===== src/rtl/smm_pkg.sv =====
// Shared types and constants for the sequential matrix multiplier.
package smm_pkg;

  localparam int DATA_W = 32;

  localparam logic [DATA_W-1:0] SAT_MAX = 32'h7FFF_FFFF;
  localparam logic [DATA_W-1:0] SAT_MIN = 32'h8000_0000;

  typedef enum logic [2:0] {
    IDLE,
    MAC,
    OUT,
    ACKW,
    DONE
  } state_t;

endpackage


===== src/rtl/smm_mac.sv =====
// Multiply-accumulate datapath; SMM_SATURATE_EN selects clamping instead of wrap.
module smm_mac
  import smm_pkg::*;
(
  input  logic              clk,
  input  logic              rst,
  input  logic              clr,
  input  logic              en,
  input  logic [DATA_W-1:0] a,
  input  logic [DATA_W-1:0] b,
  output logic [DATA_W-1:0] acc_sum
);

  logic signed [DATA_W-1:0] acc_q, acc_d;
  logic signed [DATA_W-1:0] sum;

`ifdef SMM_SATURATE_EN
  function automatic logic [DATA_W-1:0] clamp(input logic signed [2*DATA_W-1:0] v);
    logic signed [2*DATA_W-1:0] hi;
    logic signed [2*DATA_W-1:0] lo;
    hi = {{DATA_W{SAT_MAX[DATA_W-1]}}, SAT_MAX};
    lo = {{DATA_W{SAT_MIN[DATA_W-1]}}, SAT_MIN};
    if (v > hi)      return SAT_MAX;
    else if (v < lo) return SAT_MIN;
    else             return v[DATA_W-1:0];
  endfunction

  logic signed [2*DATA_W-1:0] a_w, b_w, prod_w, sum_w;
  logic        [DATA_W-1:0]   prod_c;

  always_comb begin
    a_w    = {{DATA_W{a[DATA_W-1]}}, a};
    b_w    = {{DATA_W{b[DATA_W-1]}}, b};
    prod_w = a_w * b_w;
    prod_c = clamp(prod_w);
    sum_w  = {{DATA_W{acc_q[DATA_W-1]}}, acc_q} + {{DATA_W{prod_c[DATA_W-1]}}, prod_c};
    sum    = clamp(sum_w);
  end
`else
  logic signed [DATA_W-1:0] a_s, b_s, prod;

  always_comb begin
    a_s  = a;
    b_s  = b;
    prod = a_s * b_s;
    sum  = acc_q + prod;
  end
`endif

  always_comb begin
    acc_d = acc_q;
    if (clr)     acc_d = '0;
    else if (en) acc_d = sum;
  end

  always_ff @(posedge clk or negedge rst) begin
    if (!rst) acc_q <= '0;
    else      acc_q <= acc_d;
  end

  // Includes the current product so the final term is visible in the last MAC cycle.
  assign acc_sum = sum;

endmodule


===== src/rtl/seq_matrix_multiplier.sv =====
// Sequential MxM matrix multiplier: FSM, index counters and four-phase result handshake.
// Build option: SMM_SATURATE_EN (saturating accumulation inside smm_mac).
module seq_matrix_multiplier
  import smm_pkg::*;
#(
  parameter int M     = 4,
  parameter int M_LEN = (M > 1) ? $clog2(M) : 1
) (
  input  logic              clk,
  input  logic              rst,
  input  logic              start,
  input  logic [DATA_W-1:0] a_in,
  input  logic [DATA_W-1:0] b_in,
  input  logic              z_ack,
  output logic [M_LEN-1:0]  a_i,
  output logic [M_LEN-1:0]  a_j,
  output logic [M_LEN-1:0]  b_i,
  output logic [M_LEN-1:0]  b_j,
  output logic [DATA_W-1:0] z_out,
  output logic [M_LEN-1:0]  z_i,
  output logic [M_LEN-1:0]  z_j,
  output logic              z_stb,
  output logic              done
);

  localparam logic [M_LEN-1:0] LAST = M_LEN'(M - 1);
  localparam logic [M_LEN-1:0] ONE  = M_LEN'(1);

  state_t             state_q, state_d;
  logic [M_LEN-1:0]   row_q, row_d, col_q, col_d, k_q, k_d;
  logic [M_LEN-1:0]   zi_q, zi_d, zj_q, zj_d;
  logic [DATA_W-1:0]  zout_q, zout_d;
  logic               stb_q, stb_d, done_q, done_d;
  logic               mac_clr, mac_en;
  logic [DATA_W-1:0]  acc_sum;

  smm_mac u_mac (
    .clk     (clk),
    .rst     (rst),
    .clr     (mac_clr),
    .en      (mac_en),
    .a       (a_in),
    .b       (b_in),
    .acc_sum (acc_sum)
  );

  always_comb begin
    state_d = state_q;
    row_d   = row_q;
    col_d   = col_q;
    k_d     = k_q;
    zi_d    = zi_q;
    zj_d    = zj_q;
    zout_d  = zout_q;
    stb_d   = stb_q;
    done_d  = done_q;
    mac_clr = 1'b1;
    mac_en  = 1'b0;
    case (state_q)
      IDLE: begin
        row_d = '0;
        col_d = '0;
        k_d   = '0;
        if (start) state_d = MAC;
      end
      MAC: begin
        mac_clr = 1'b0;
        mac_en  = 1'b1;
        if (k_q == LAST) begin
          zout_d  = acc_sum;
          zi_d    = row_q;
          zj_d    = col_q;
          stb_d   = 1'b1;
          state_d = OUT;
        end else begin
          k_d = k_q + ONE;
        end
      end
      OUT: begin
        if (z_ack) begin
          stb_d   = 1'b0;
          state_d = ACKW;
        end
      end
      // Four-phase: the ack must drop before the next element starts.
      ACKW: begin
        if (!z_ack) begin
          if (row_q == LAST && col_q == LAST) begin
            done_d  = 1'b1;
            state_d = DONE;
          end else begin
            k_d     = '0;
            state_d = MAC;
            if (col_q == LAST) begin
              col_d = '0;
              row_d = row_q + ONE;
            end else begin
              col_d = col_q + ONE;
            end
          end
        end
      end
      DONE: begin
        if (!start) begin
          done_d  = 1'b0;
          row_d   = '0;
          col_d   = '0;
          k_d     = '0;
          state_d = IDLE;
        end
      end
      default: state_d = IDLE;
    endcase
  end

  always_ff @(posedge clk or negedge rst) begin
    if (!rst) begin
      state_q <= IDLE;
      row_q   <= '0;
      col_q   <= '0;
      k_q     <= '0;
      zi_q    <= '0;
      zj_q    <= '0;
      zout_q  <= '0;
      stb_q   <= 1'b0;
      done_q  <= 1'b0;
    end else begin
      state_q <= state_d;
      row_q   <= row_d;
      col_q   <= col_d;
      k_q     <= k_d;
      zi_q    <= zi_d;
      zj_q    <= zj_d;
      zout_q  <= zout_d;
      stb_q   <= stb_d;
      done_q  <= done_d;
    end
  end

  assign a_i   = row_q;
  assign a_j   = k_q;
  assign b_i   = k_q;
  assign b_j   = col_q;
  assign z_out = zout_q;
  assign z_i   = zi_q;
  assign z_j   = zj_q;
  assign z_stb = stb_q;
  assign done  = done_q;

endmodule


===== config.mk =====
export PLATFORM = sky130hd
export DESIGN_NAME = seq_matrix_multiplier
export DESIGN_NICKNAME = d
export VERILOG_FILES = /design/src/rtl/smm_pkg.sv /design/src/rtl/smm_mac.sv /design/src/rtl/seq_matrix_multiplier.sv
export SDC_FILE = /design/constraint.sdc
export NUM_CORES = 1
export LEC_CHECK = 0
export CORE_MARGIN = 8
export CORE_UTILIZATION = 63
export DETAILED_ROUTE_END_ITERATION = 10
export PLACE_DENSITY = 0.83
export SLEW_MARGIN = 40
export SYNTH_ARGS = -nofsm -noshare
export SYNTH_HDL_FRONTEND = slang
export SYNTH_HIERARCHICAL = 1
export SYNTH_SLANG_ARGS = --single-unit

===== constraint.sdc =====
create_clock -name clk -period 9 [get_ports clk]
set_clock_uncertainty 0.1 [all_clocks]
set_input_delay 1.8 -clock clk [delete_from_list [all_inputs] [get_ports clk]]
set_output_delay 1.8 -clock clk [all_outputs]
set_load 0.1 [all_outputs]

==> results by group <==
Yosys
  • Post-synth top cells: inv_1, fa_1, and2_1
  • Synth top area cells: fa_1, inv_1, dfrtp_1
  • Post-synth EDFFs: 0
  • Synth Cell Area: 0.02060 sq mm
  • Synth warn: 6
  • Most frequent cell after synthesis: inv_1
  • Syn nets: 2,884
  • Fraction of registers with async set or reset after synthesis: 100.0%
  • Syn Area/Cell: 9.268 sq um
  • Main flop type after synthesis: dfrtp_1
  • Post-synthesis sequential area ratio: 9.596%
  • Synth top area share: 42.56%
  • Synth cell types: 63
  • Synth Instances: 2,223
  • Synth area leader: fa_1
  • Seq cells post-synth: 79

Clocking
  • CTS tree: built
  • CTS-repair resized insts: 0
  • Clk sinks: 79
  • Hold-fix buffers at CTS: 0
  • CTS clock-pin slew for the worst setup and hold paths: 60 ps
  • Num CTS Buffers: 9
  • Maximum clock path buffer count: 2
  • Clk Latency, worst-skew pair: 350 ps
  • H-tree levels: 3
  • Post-CTS Setup Bufs: 0
  • Clock root buffer: clkbuf_16

Detailed routing
  • Post-Route WL: 53,280 microns
  • Initial drt markers: 1,037
  • Routed Antenna Nets: 0
  • Vias per Instance: 5.422
  • DRC: 0
  • Routed len/inst: 18.89 microns
  • Drt first pass iters: 8
  • Via count: 15,300

Global route
  • Congestion Overflow GR: 0
  • Initial antenna violation count: 0
  • Global-route wire length before repair: 88,700 microns
  • GRT Total Usage: 29.17%
  • Pin count of the biggest net entering global routing: 80
  • Number of global-route vias before repair: 16,980

Worst hold path
  • Worst min-delay path category: reg -> reg

Layout
  • Nets: 3,035
  • Layout filler cell count: 2,384
  • Final core utilization: 71.52%
  • N_diodes: 0
  • Area grow syn2layout: 12.38%
  • Share of cells above drive strength 1: 10.00%

Worst setup path
  • Endpoint type of the worst setup path: flop
  • Critical path's most frequent cell: fa_1
  • Reg2Reg Depth: 21
  • Slowest stage delay, CP: 680 ps
  • Reg2reg end: z_out[27]$_DFFE_PN0P_
  • Crit start category: input pin
  • R2r startpoint: u_mac/acc_q[20]$_DFFE_PN0P_
  • Critical path origin: a_in[6]
  • Worst Path Max Fanout: 10
  • Setup Crit Path Kind: in -> reg
  • WP data required: 9130 ps
  • Crit path max-delay cell type: clkdlybuf4s50_1
  • R2R setup slack: 2010 ps
  • Cell chain of the critical path: clkdlybuf4s50_1 -> buf_4 -> and2_1 -> fa_1 -> fa_1 -> inv_1 -> fa_1 -> fa_1 -> inv_1 -> ha_1 -> ha_1 -> fa_1 -> inv_1 -> fa_1 -> inv_1 -> ha_1 -> a21oi_1 -> o211ai_1 -> o211ai_1 -> o21ai_1 -> a221oi_1 -> buf_4 -> xnor2_1 -> mux2_2
  • Crit path to: z_out[27]$_DFFE_PN0P_
  • CP arrival: 8880 ps

Timing
  • RSZ-0062 raised after global routing: yes
  • # setup viols final: 0
  • Max frequency: 114.3 MHz
  • Period minus WS final: 8746 ps
  • Period utilization: 97.18%
  • Worst-margin pin slew: 854.4 ps
  • Hold Slack: 392.0 ps
  • Fin. max-slew vios: 0
  • Hold Fails Final Rpt: 0
  • Max_slew headroom: 42.86%

Place
  • Gpl congestion: 0.9101
  • HPWL Detailed: 46,230 microns
  • Port Buffers: 113

Die
  • Cell row count: 66
  • Die Ht: 196.8 microns
  • Core area: 0.03237 sq mm
  • Initial Utilization: 63.64%
  • Chip width: 196.8 microns
  • Top Ports: 114
  • Die area: 0.03874 sq mm

Run status
  • Status: finished, final reports clean

Flow run
  • Max cap viols: 0
[cell families after synthesis]
group                    after synthesis  synth area share (%)
AND/OR/NAND/NOR                      646                 15.86
buffers and inverters                654                 12.11
AO/OA/AOI/OAI                        104                 3.498
XOR/XNOR                              87                 3.832
flip-flops                            79                 9.596
adder cells (fa/ha/maj)              593                 51.97
multiplexers                          60                 3.134
[stage by stage]
stage / area, sq um / instances / TNS, ps / setup slack [ps]
global route: 23150 / 2821 / -12.29 / -12.29
detailed placement: 22770 / 2805 / -777.3 / -122.5
CTS: 23120 / 2821 / 0 / 210.6
finish: 23150 / 2821 / 0 / 253.6
floorplan: 20600 / 2223 / 0 / 471.4
global placement: 22990 / 2805 / -132.9 / -45.49
[critical path, delay by kind of cell]
| kind | cells | cell delay, ps |
|---|---|---|
| mux | 1 | 290 |
| simple gates | 1 | 170 |
| buf+inv | 7 | 1340 |
| fa+ha+maj | 9 | 3780 |
| xor+xnor | 1 | 100 |
| compound gates | 5 | 1390 |
[layout by cell type, fill, tap and decap left out, types with 5 or more instances in the layout]
cell / instances
inv_1: 550
mux2_2: 31
mux2i_1: 24
dlymetal6s2s_1: 7
nand2_1: 272
nand2b_1: 6
ha_1: 155
nor3_1: 12
xnor2_1: 69
buf_4: 117
a21o_1: 7
o21ai_0: 14
o211ai_1: 6
and2_1: 274
xor2_1: 16
mux2_1: 5
clkbuf_16: 9
buf_2: 46
nor2_1: 48
dfrtp_1: 79
a21oi_1: 23
fa_1: 438
clkdlybuf4s50_1: 59
o21a_1: 7
buf_12: 12
nand3_1: 7
a211oi_1: 8
nor2b_1: 6
[registers in the layout (all words and copies together) (netlist names)]
| signal | cells |
|---|---|
| state_q | 3 |
| a_j | 2 |
| z_i | 2 |
| z_j | 2 |
| z_out | 32 |
| u_mac/acc_q | 32 |
| done | 1 |
| a_i | 2 |
| b_j | 2 |
| z_stb | 1 |
[layer usage]
layer  share of wire, %  GRT usage, %  vias to the layer above  wire length [microns]
li1                   -             -                     6767                      -
met3                9.0         6.993                      100                   4802
met5                  0             0                        -                      0
met4                2.7         9.055                        0                   1459
met2                 46         45.63                      670                  24590
met1                 42         40.07                     7759                  22440
[worst min path at each step]
| stage | start | depth (start not counted) | endpoint | slack [ps] |
|---|---|---|---|---|
| 2_1_floorplan | u_mac/acc_q[11]$_DFFE_PN0P_ | 2 | u_mac/acc_q[11]$_DFFE_PN0P_ | 390 |
| 3_3_place_gp | z_out[16]$_DFFE_PN0P_ | 1 | z_out[16]$_DFFE_PN0P_ | 370 |
| 3_5_place_dp | z_j[1]$_DFFE_PN0P_ | 1 | z_j[1]$_DFFE_PN0P_ | 370 |
| 4_1_cts | z_j[1]$_DFFE_PN0P_ | 1 | z_j[1]$_DFFE_PN0P_ | 400 |
| 5_1_grt | z_out[8]$_DFFE_PN0P_ | 1 | z_out[8]$_DFFE_PN0P_ | 420 |
| 6_report | z_j[1]$_DFFE_PN0P_ | 1 | z_j[1]$_DFFE_PN0P_ | 390 |
[layout make-up]
class	instances	area, sq um	area share (%)
multi-input combinational	1490	16140	69.73
inverter	550	2064	8.917
timing repair buffer	244	2061	8.901
sequential	79	1977	8.539
tap	442	553.0	2.389
clock buffer	10	239.0	1.032
clock inverter	6	115.1	0.4972
Power is left out: the tool's default activity adds up to more than one toggle a clock period on the data nets, which glitch-free logic cannot reach.
